File: src/rtl/riscv_pkg.sv
// rtl/riscv_pkg.sv - shared fetch-stage types and constants
package riscv_pkg;

    typedef enum logic [1:0] {
        S_REQ  = 2'd0,
        S_WAIT = 2'd1,
        S_DROP = 2'd2
    } fetch_state_t;

    localparam logic [31:0] NOP_INSTR        = 32'h0000_0013;
    localparam logic [31:0] DEFAULT_RESET_PC = 32'h0000_0000;

endpackage

File: src/rtl/fetch_unit_if.sv
// rtl/fetch_unit_if.sv - fetch bus bundle (imem, redirect, decode); FETCH_MISALIGN_CHECK_EN adds fetch_misalign
interface fetch_unit_if #(
    parameter int ADDR_W = 32
);
    logic              imem_req;
    logic [ADDR_W-1:0] imem_addr;
    logic              imem_ready;
    logic              imem_rvalid;
    logic [31:0]       imem_rdata;
    logic              redirect_valid;
    logic [ADDR_W-1:0] redirect_pc;
    logic              instr_valid;
    logic              instr_ready;
    logic [31:0]       instr;
    logic [ADDR_W-1:0] instr_pc;
`ifdef FETCH_MISALIGN_CHECK_EN
    logic              fetch_misalign;
`endif

    modport master (
`ifdef FETCH_MISALIGN_CHECK_EN
        output fetch_misalign,
`endif
        output imem_req, imem_addr, instr_valid, instr, instr_pc,
        input  imem_ready, imem_rvalid, imem_rdata,
        input  redirect_valid, redirect_pc, instr_ready
    );

    modport slave (
`ifdef FETCH_MISALIGN_CHECK_EN
        input  fetch_misalign,
`endif
        input  imem_req, imem_addr, instr_valid, instr, instr_pc,
        output imem_ready, imem_rvalid, imem_rdata,
        output redirect_valid, redirect_pc, instr_ready
    );

endinterface

File: src/rtl/fetch_unit_buf.sv
// rtl/fetch_unit_buf.sv - one-entry valid/ready instruction buffer with clear
module fetch_buf
    import riscv_pkg::*;
#(
    parameter int                ADDR_W   = 32,
    parameter logic [ADDR_W-1:0] RESET_PC = ADDR_W'(DEFAULT_RESET_PC)
) (
    input  logic              clk,
    input  logic              rst_n,
    input  logic              clear,
    input  logic              load,
    input  logic [31:0]       load_instr,
    input  logic [ADDR_W-1:0] load_pc,
    input  logic              ready,
    output logic              valid,
    output logic [31:0]       instr,
    output logic [ADDR_W-1:0] pc
);

    // Clear beats load beats drain; data is only rewritten on load so it holds under backpressure.
    always_ff @(posedge clk) begin
        if (!rst_n) begin
            valid <= 1'b0;
            instr <= NOP_INSTR;
            pc    <= RESET_PC;
        end else if (clear) begin
            valid <= 1'b0;
        end else if (load) begin
            valid <= 1'b1;
            instr <= load_instr;
            pc    <= load_pc;
        end else if (ready) begin
            valid <= 1'b0;
        end
    end

endmodule

File: src/rtl/fetch_unit.sv
// rtl/fetch_unit.sv - RV32I fetch stage: PC, one-outstanding imem FSM, redirect/drop; option FETCH_MISALIGN_CHECK_EN
module fetch_unit
    import riscv_pkg::*;
#(
    parameter int                ADDR_W   = 32,
    parameter logic [ADDR_W-1:0] RESET_PC = ADDR_W'(DEFAULT_RESET_PC)
) (
    input  logic         clk,
    input  logic         rst_n,
    fetch_unit_if.master bus
);

    fetch_state_t      state;
    logic [ADDR_W-1:0] pc;
    logic [ADDR_W-1:0] redirect_target;
    logic              accept;
    logic              buf_load;

    // A new request only goes out once the buffer is empty or being drained this cycle.
    assign bus.imem_req  = rst_n && (state == S_REQ) && (!bus.instr_valid || bus.instr_ready);
    assign bus.imem_addr = pc;
    assign accept        = bus.imem_req && bus.imem_ready;
    assign buf_load      = (state == S_WAIT) && bus.imem_rvalid && !bus.redirect_valid;

    // Redirect target, word-aligned when the misalignment check is built in.
    always_comb begin
        redirect_target = bus.redirect_pc;
`ifdef FETCH_MISALIGN_CHECK_EN
        redirect_target[1:0] = 2'b00;
`endif
    end

    // Request/response FSM and PC; a redirect wins and decides whether a stale response must be dropped.
    always_ff @(posedge clk) begin
        if (!rst_n) begin
            state <= S_REQ;
            pc    <= RESET_PC;
        end else if (bus.redirect_valid) begin
            pc <= redirect_target;
            case (state)
                S_REQ:   state <= accept ? S_DROP : S_REQ;
                S_WAIT:  state <= bus.imem_rvalid ? S_REQ : S_DROP;
                S_DROP:  state <= bus.imem_rvalid ? S_REQ : S_DROP;
                default: state <= S_REQ;
            endcase
        end else begin
            case (state)
                S_REQ: begin
                    if (accept) state <= S_WAIT;
                end
                S_WAIT: begin
                    if (bus.imem_rvalid) begin
                        pc    <= pc + ADDR_W'(4);
                        state <= S_REQ;
                    end
                end
                S_DROP: begin
                    if (bus.imem_rvalid) state <= S_REQ;
                end
                default: state <= S_REQ;
            endcase
        end
    end

`ifdef FETCH_MISALIGN_CHECK_EN
    // Sticky flag for the most recent redirect's alignment.
    always_ff @(posedge clk) begin
        if (!rst_n) begin
            bus.fetch_misalign <= 1'b0;
        end else if (bus.redirect_valid) begin
            bus.fetch_misalign <= |bus.redirect_pc[1:0];
        end
    end
`endif

    fetch_buf #(
        .ADDR_W   (ADDR_W),
        .RESET_PC (RESET_PC)
    ) u_buf (
        .clk        (clk),
        .rst_n      (rst_n),
        .clear      (bus.redirect_valid),
        .load       (buf_load),
        .load_instr (bus.imem_rdata),
        .load_pc    (pc),
        .ready      (bus.instr_ready),
        .valid      (bus.instr_valid),
        .instr      (bus.instr),
        .pc         (bus.instr_pc)
    );

endmodule

File: src/flat_wrapper.sv
// flat-port wrapper written by rule: the top's interface ports become plain ports
module fetch_unit_flat import riscv_pkg::*;
#(
    parameter int                ADDR_W   = 32,
    parameter logic [ADDR_W-1:0] RESET_PC = ADDR_W'(DEFAULT_RESET_PC)
)
  (clk, rst_n, bus_imem_req, bus_imem_addr, bus_instr_valid, bus_instr, bus_instr_pc, bus_imem_ready, bus_imem_rvalid, bus_imem_rdata, bus_redirect_valid, bus_redirect_pc, bus_instr_ready);
  fetch_unit_if #(.ADDR_W(ADDR_W)) bus_i ();
  input  logic clk;
  input  logic rst_n;
  output wire logic [$bits(bus_i.imem_req)-1:0] bus_imem_req;
  output wire logic [$bits(bus_i.imem_addr)-1:0] bus_imem_addr;
  output wire logic [$bits(bus_i.instr_valid)-1:0] bus_instr_valid;
  output wire logic [$bits(bus_i.instr)-1:0] bus_instr;
  output wire logic [$bits(bus_i.instr_pc)-1:0] bus_instr_pc;
  input wire logic [$bits(bus_i.imem_ready)-1:0] bus_imem_ready;
  input wire logic [$bits(bus_i.imem_rvalid)-1:0] bus_imem_rvalid;
  input wire logic [$bits(bus_i.imem_rdata)-1:0] bus_imem_rdata;
  input wire logic [$bits(bus_i.redirect_valid)-1:0] bus_redirect_valid;
  input wire logic [$bits(bus_i.redirect_pc)-1:0] bus_redirect_pc;
  input wire logic [$bits(bus_i.instr_ready)-1:0] bus_instr_ready;
  assign bus_imem_req = bus_i.imem_req;
  assign bus_imem_addr = bus_i.imem_addr;
  assign bus_instr_valid = bus_i.instr_valid;
  assign bus_instr = bus_i.instr;
  assign bus_instr_pc = bus_i.instr_pc;
  assign bus_i.imem_ready = bus_imem_ready;
  assign bus_i.imem_rvalid = bus_imem_rvalid;
  assign bus_i.imem_rdata = bus_imem_rdata;
  assign bus_i.redirect_valid = bus_redirect_valid;
  assign bus_i.redirect_pc = bus_redirect_pc;
  assign bus_i.instr_ready = bus_instr_ready;
  fetch_unit #(.ADDR_W(ADDR_W), .RESET_PC(RESET_PC)) u_core (.clk(clk), .rst_n(rst_n), .bus(bus_i));
endmodule
File: config.mk
export PLATFORM = sky130hd
export DESIGN_NAME = fetch_unit_flat
export DESIGN_NICKNAME = d
export VERILOG_FILES = /design/src/rtl/riscv_pkg.sv /design/src/rtl/fetch_unit_if.sv /design/src/rtl/fetch_unit_buf.sv /design/src/rtl/fetch_unit.sv /design/src/flat_wrapper.sv
export SDC_FILE = /design/constraint.sdc
export NUM_CORES = 1
export LEC_CHECK = 0
export ABC_CLOCK_PERIOD_IN_PS = 5800
export BUFFER_PORTS_ARGS = -buffer_cell sky130_fd_sc_hd__buf_2
export CAP_MARGIN = 5
export CORE_ASPECT_RATIO = 1.4
export CORE_UTILIZATION = 54
export DETAILED_ROUTE_END_ITERATION = 16
export MAX_ROUTING_LAYER = met4
export PLACE_DENSITY = 0.86
export RECOVER_POWER = 50
export REMOVE_ABC_BUFFERS = 1
export SLEW_MARGIN = 0
export SYNTH_ARGS = -nofsm -noshare
export SYNTH_HDL_FRONTEND = slang
export SYNTH_HIERARCHICAL = 1
export SYNTH_SLANG_ARGS = --single-unit
File: constraint.sdc
create_clock -name clk -period 5.8 [get_ports clk]
set_input_delay 1.16 -clock clk [delete_from_list [all_inputs] [get_ports clk]]
set_output_delay 1.16 -clock clk [all_outputs]
set_load 0.03 [all_outputs]
# Word-level counts from Yosys, hierarchy flattened
# Cells that the tools add are included.
dict set report op_classes {
  n_addsub 1
  mul 0
  n_div 0
  n_lt_le_gt_ge 0
  n_eq_ne 4
  shifts 0
  muxes 12
  bitwise_logic 2
  n_reduce_logical 17
}
# operator count
set op_table {}
lappend op_table {{32-bit two-way mux} 3}
lappend op_table {{32-bit by 3-bit adder with 32-bit output (second input constant)} 1}
lappend op_table {{2-bit two-way mux} 5}
lappend op_table {{2-bit case mux with 2 select lines} 2}
lappend op_table {{2-bit AND reduction} 3}
lappend op_table {{2-bit nonzero test} 3}
lappend op_table {{1-bit logical AND} 5}
lappend op_table {{2-bit OR reduction} 2}
lappend op_table {{3-bit by 1-bit != test with 1-bit output (second input constant)} 1}
lappend op_table {{3-bit by 2-bit != test with 1-bit output (second input constant)} 1}
lappend op_table {{2-bit by 1-bit == test with 1-bit output (second input constant)} 1}
lappend op_table {{2-bit == test (second input constant)} 1}
lappend op_table {{1-bit zero test} 2}
lappend op_table {{2-bit zero test} 1}
lappend op_table {{1-bit two-way mux} 2}
lappend op_table {{1-bit NOT} 2}
lappend op_table {{1-bit logical OR} 1}
dict set report totals {
  ff_bits 99
  latchBits 0
  ram_bits 0
  mem_bits_ro 0
  input_bits 70
  out_inout_bits 98
  word_cells 41
  mem_count 0
}

# Longest topological paths before layout
dict set report logic_depth {
  word_depth 7
  mapped_depth 8
  depth_no_buf 6
}

# Hierarchy
# The synthesis kept the hierarchy.
# mod instances cells_per_inst area_per_inst_um2 seq_area_each_um2
set by_module_without_submodules {}
lappend by_module_without_submodules {fetch_buf 1 282 2667.6 1301.2}
lappend by_module_without_submodules {fetch_unit 1 261 2072.0 680.7}

# Least setup slack after synthesis
# OpenSTA, ideal clock, no wires.
dict set report synth_timing {
  path_kind {input to output}
  startpoint {input rst_n}
  endpoint {output bus_imem_req}
  arrival_ps 1764
  t_required_ps 4640
  path_slack_ps 2876
  path_stages 2
  path_buffers 1
  cell_sequence {clkbuf_1 > and3_1}
}
dict set report synth_via {
  elab_chain_cells 2
}
# item line
set synth_lines {}
lappend synth_lines {{start: declaration} flat_wrapper.sv:10} ;# input logic rst_n;
lappend synth_lines {{1-bit logical AND (2 in a row)} fetch_unit.sv:20} ;# assign bus.imem_req = rst_n && (state == S_REQ) && (!bus.instr_valid || bus.instr_ready);
lappend synth_lines {{end: declaration} flat_wrapper.sv:11} ;# output wire logic [$bits(bus_i.imem_req)-1:0] bus_imem_req;
# Every way passes these cells.

# Worst setup path in the final report
dict set report layout_timing {
  startpoint {input bus_redirect_valid}
  endpoint {register u_core.state[1]}
}
dict set report layout_via {
  elab_chain_cells 2
  word_cells_on_any_way 4
  classes_between {eq/ne (2); mux (1); reduce/logical (1)}
}
# item line
set layout_lines {}
lappend layout_lines {{start: declaration} flat_wrapper.sv:19} ;# input wire logic [$bits(bus_i.redirect_valid)-1:0] bus_redirect_valid;
lappend layout_lines {{3-bit by 2-bit != test with 1-bit output (no source line) / 3-bit by 1-bit != test with 1-bit output (equally long branches)} --}
lappend layout_lines {{2-bit AND reduction (no source line)} --}
lappend layout_lines {{end signal: assignment} fetch_unit.sv:41} ;# S_REQ: state <= accept ? S_DROP : S_REQ;
lappend layout_lines {{end signal: assignment} fetch_unit.sv:42} ;# S_WAIT: state <= bus.imem_rvalid ? S_REQ : S_DROP;
lappend layout_lines {{end signal: assignment} fetch_unit.sv:43} ;# S_DROP: state <= bus.imem_rvalid ? S_REQ : S_DROP;
lappend layout_lines {{end: declaration} fetch_unit.sv:13} ;# fetch_state_t state;
# Several ways; a longest one is shown, not always the timed one.
# A chain may end at the register's enable or synchronous reset.

==> reports/summary.txt <==
Largest net degree at the start of global routing: 110
Pleak: 2.12 nW
Overflow after GRT: 0
Clock skew: 4.65 ps
M2 GR Usage: 43.7%
Post-Synthesis Cells: 543
CTS resizes: 0
Worst reg-to-reg path cell count: 7
Internal power: 0.00114 W
Syn_area_per_cell: 8.73 um^2
Antenna cells: 0
Area Growth Syn to Fin: 19.8%
Post-DR vias/cell: 5.45
Routing usage on met3: 5.16%
Fin util: 66.3%
Clock Power Share: 42.6%
Global Route met1 Usage: 28.9%
Hold WC Path Type: reg -> reg
Post-layout min period: 3480 ps
RSZ-0062 raised after global routing: false
Max-Slew Margin vs Limit: 8.73%
NetSw: 0.000376 W
Seq pwr share: 47.8%
Fin Setup TNS: 0 ps
Max-Cap Viols: 0
Routed WL: 11400 um
EDFF count, synth: 0
Ys Warns: 6
Comb power frac: 9.7%
Worst Path Arrival: 3740 ps
Routability congestion estimate: 0.919
Pre-CTS WS: 2450 ps
Final period utilization: 60.1%
Worst hold slack: 456 ps
Post-synth top area cell: dfxtp_1
Critical Path End Type: register
Top post-synthesis cells by area: dfxtp_1 42%, mux2i_1 14%, nand2_1 11%
Initial antenna violation count: 0
Routed Antenna Nets: 0
Nets@finish: 763
Final Hold Fails: 0
First-pass GRT wire length: 18100 um
Num CTS Buffers: 9
Die width: 81.2 um
Maximum clock path buffer count: 2
Seq cells post-synth: 99
Max Freq: 287 MHz
Crit-path slowest cell: clkbuf_1
First DRT Iteration DRCs: 200
GR Util All Layers: 25.9%
H-tree Lvls: 3
Clock root cell: clkbuf_16
Die Y: 113 um
Switching fraction of total power: 24.8%
Initial core utilization: 55.4%
Critical path data required time: 6060 ps
Hold buffer count at cts: 0
Final Max Slew Viols: 0
Worst slew pin tran: 1370 ps
Final count of negative-setup-slack endpoints: 0
Maximum vdd ir drop: 0.212 mV
Crit-path max cell delay: 970 ps
Post-synth ARST share: 0%
Hold path depth: 2
Post-CTS Setup Bufs: 0
FP Rows: 40
Clk Latency, worst-skew pair: 340 ps
Post-Syn Area: 4740 um^2
Most common cell in the netlist: nand2_1
Via count: 4357
Number of remaining DRC errors: 0
Outcome: complete, no violations
Average wire per standard cell: 14.2 um
Vias in the first global route: 4050
Area of the die: 9160 um^2
Critical path type: in -> reg
Clk pin slew, worst setup/hold paths: 60 ps
Final HPWL DP: 8020 um
Core Region: 8560 um^2
Drt first pass iters: 5
Total power: 0.00151 W
Share of layout cells above drive strength 1: 14.7%
Register area share after synthesis: 41.8%
I/O pin cnt: 168
PortBufs: 167
CP startpoint kind: input port
Crit-path max FO: 43
GRT Max-Usage Layer: met2
Critical-path cell list: clkbuf_1 > inv_1 > a211o_1 > a21boi_0
Top FF cell, synth: dfxtp_1
Synth cell types: 44
Most frequent cells after synthesis: 145 x nand2_1, 99 x dfxtp_1, 64 x mux2i_1
Yosys top cell area share: 41.8%
CTS tree: built
CTS sink cnt: 99
Final WS setup: 2320 ps
PwrDens: 267 nW/um^2
layout by cell type (no fill, tap or decap), types with 5 or more instances in the layout:
cell type / synthesis / routed
inv_1: 11 / 11
nand2b_1: 7 / 7
o211ai_1: 5 / 5
nor2_1: 8 / 8
buf_2: 8 / 70
dfxtp_1: 99 / 99
or4_1: 9 / 9
o211a_1: 6 / 6
xnor2_1: 6 / 6
nand4_1: 12 / 12
buf_4: 2 / 5
a21oi_1: 6 / 6
o21ai_0: 29 / 29
mux2i_1: 64 / 64
or3_1: 6 / 6
o31ai_1: 7 / 7
clkbuf_16: 0 / 9
nor4_1: 6 / 6
a31oi_1: 14 / 14
and4_1: 6 / 6
nand3_1: 12 / 12
nor3_1: 5 / 5
clkbuf_1: 19 / 96
nand2_1: 145 / 145
layer usage:
layer / share of wire [%] / wire (um)
met3: 5.9 / 666
met2: 50 / 5720
met5: 0 / 0
met4: 2.1 / 244
met1: 42 / 4750
cell type report:
| type | count | area [um^2] |
|---|---|---|
| Clock buffer | 10 | 239 |
| Clock inverter | 6 | 86.3 |
| Fill cell | 756 | 2880 |
| Inverter | 11 | 41.3 |
| Multi-Input combinational cell | 397 | 2450 |
| Sequential cell | 99 | 1980 |
| Tap cell | 105 | 131 |
| Timing Repair Buffer | 171 | 748 |
critical path: cells and delay by family:
| kind | cells | cell delay, ps |
|---|---|---|
| buffers and inverters | 2 | 1900 |
| AO/OA/AOI/OAI | 2 | 670 |
worst paths after layout:
check	startpoint	to	slack (ps)
max	bus_redirect_valid	u_core/state[1]	2320
min	u_core/u_buf/instr[9]	u_core/u_buf/instr[9]	460
max reg2reg	u_core/state[1]	u_core/u_buf/instr[10]	3140
min reg2reg	u_core/u_buf/instr[9]	u_core/u_buf/instr[9]	460
metrics by stage:
step / cells / area (um^2)
2_1_floorplan: 507 / 4470
3_3_place_gp: 783 / 5470
3_5_place_dp: 783 / 5470
4_1_cts: 799 / 5800
5_1_grt: 799 / 5680
6_report: 799 / 5680
sequential cells by signal, summed over array words and instances (netlist names):
| name | count |
|---|---|
| u_core/bus.imem_addr | 32 |
| u_core/u_buf/instr | 32 |
| u_core/u_buf/pc | 32 |
| u_core/state | 2 |
| u_core/u_buf/valid | 1 |
power groups by stage:
stage	Clock [W]	Combinational, W	Sequential (W)
after floorplan	0	0.0000501	0.000763
after global placement	0	0.000145	0.000737
after detailed placement	0	0.000149	0.000738
after CTS	0.000656	0.000150	0.000722
after global routing	0.000683	0.000161	0.000726
final	0.000644	0.000146	0.000723
kinds of logic after synthesis:
logic type | share of synthesized area, %
adder cells (fa/ha/maj) | 1.06
XOR/XNOR | 1.66
AO/OA/AOI/OAI | 11.1
buffers and inverters | 6.49
AND/OR/NAND/NOR | 24.3
multiplexers | 13.5
flip-flops | 41.8
No activity file was read; power rests on OpenSTA's default activity.
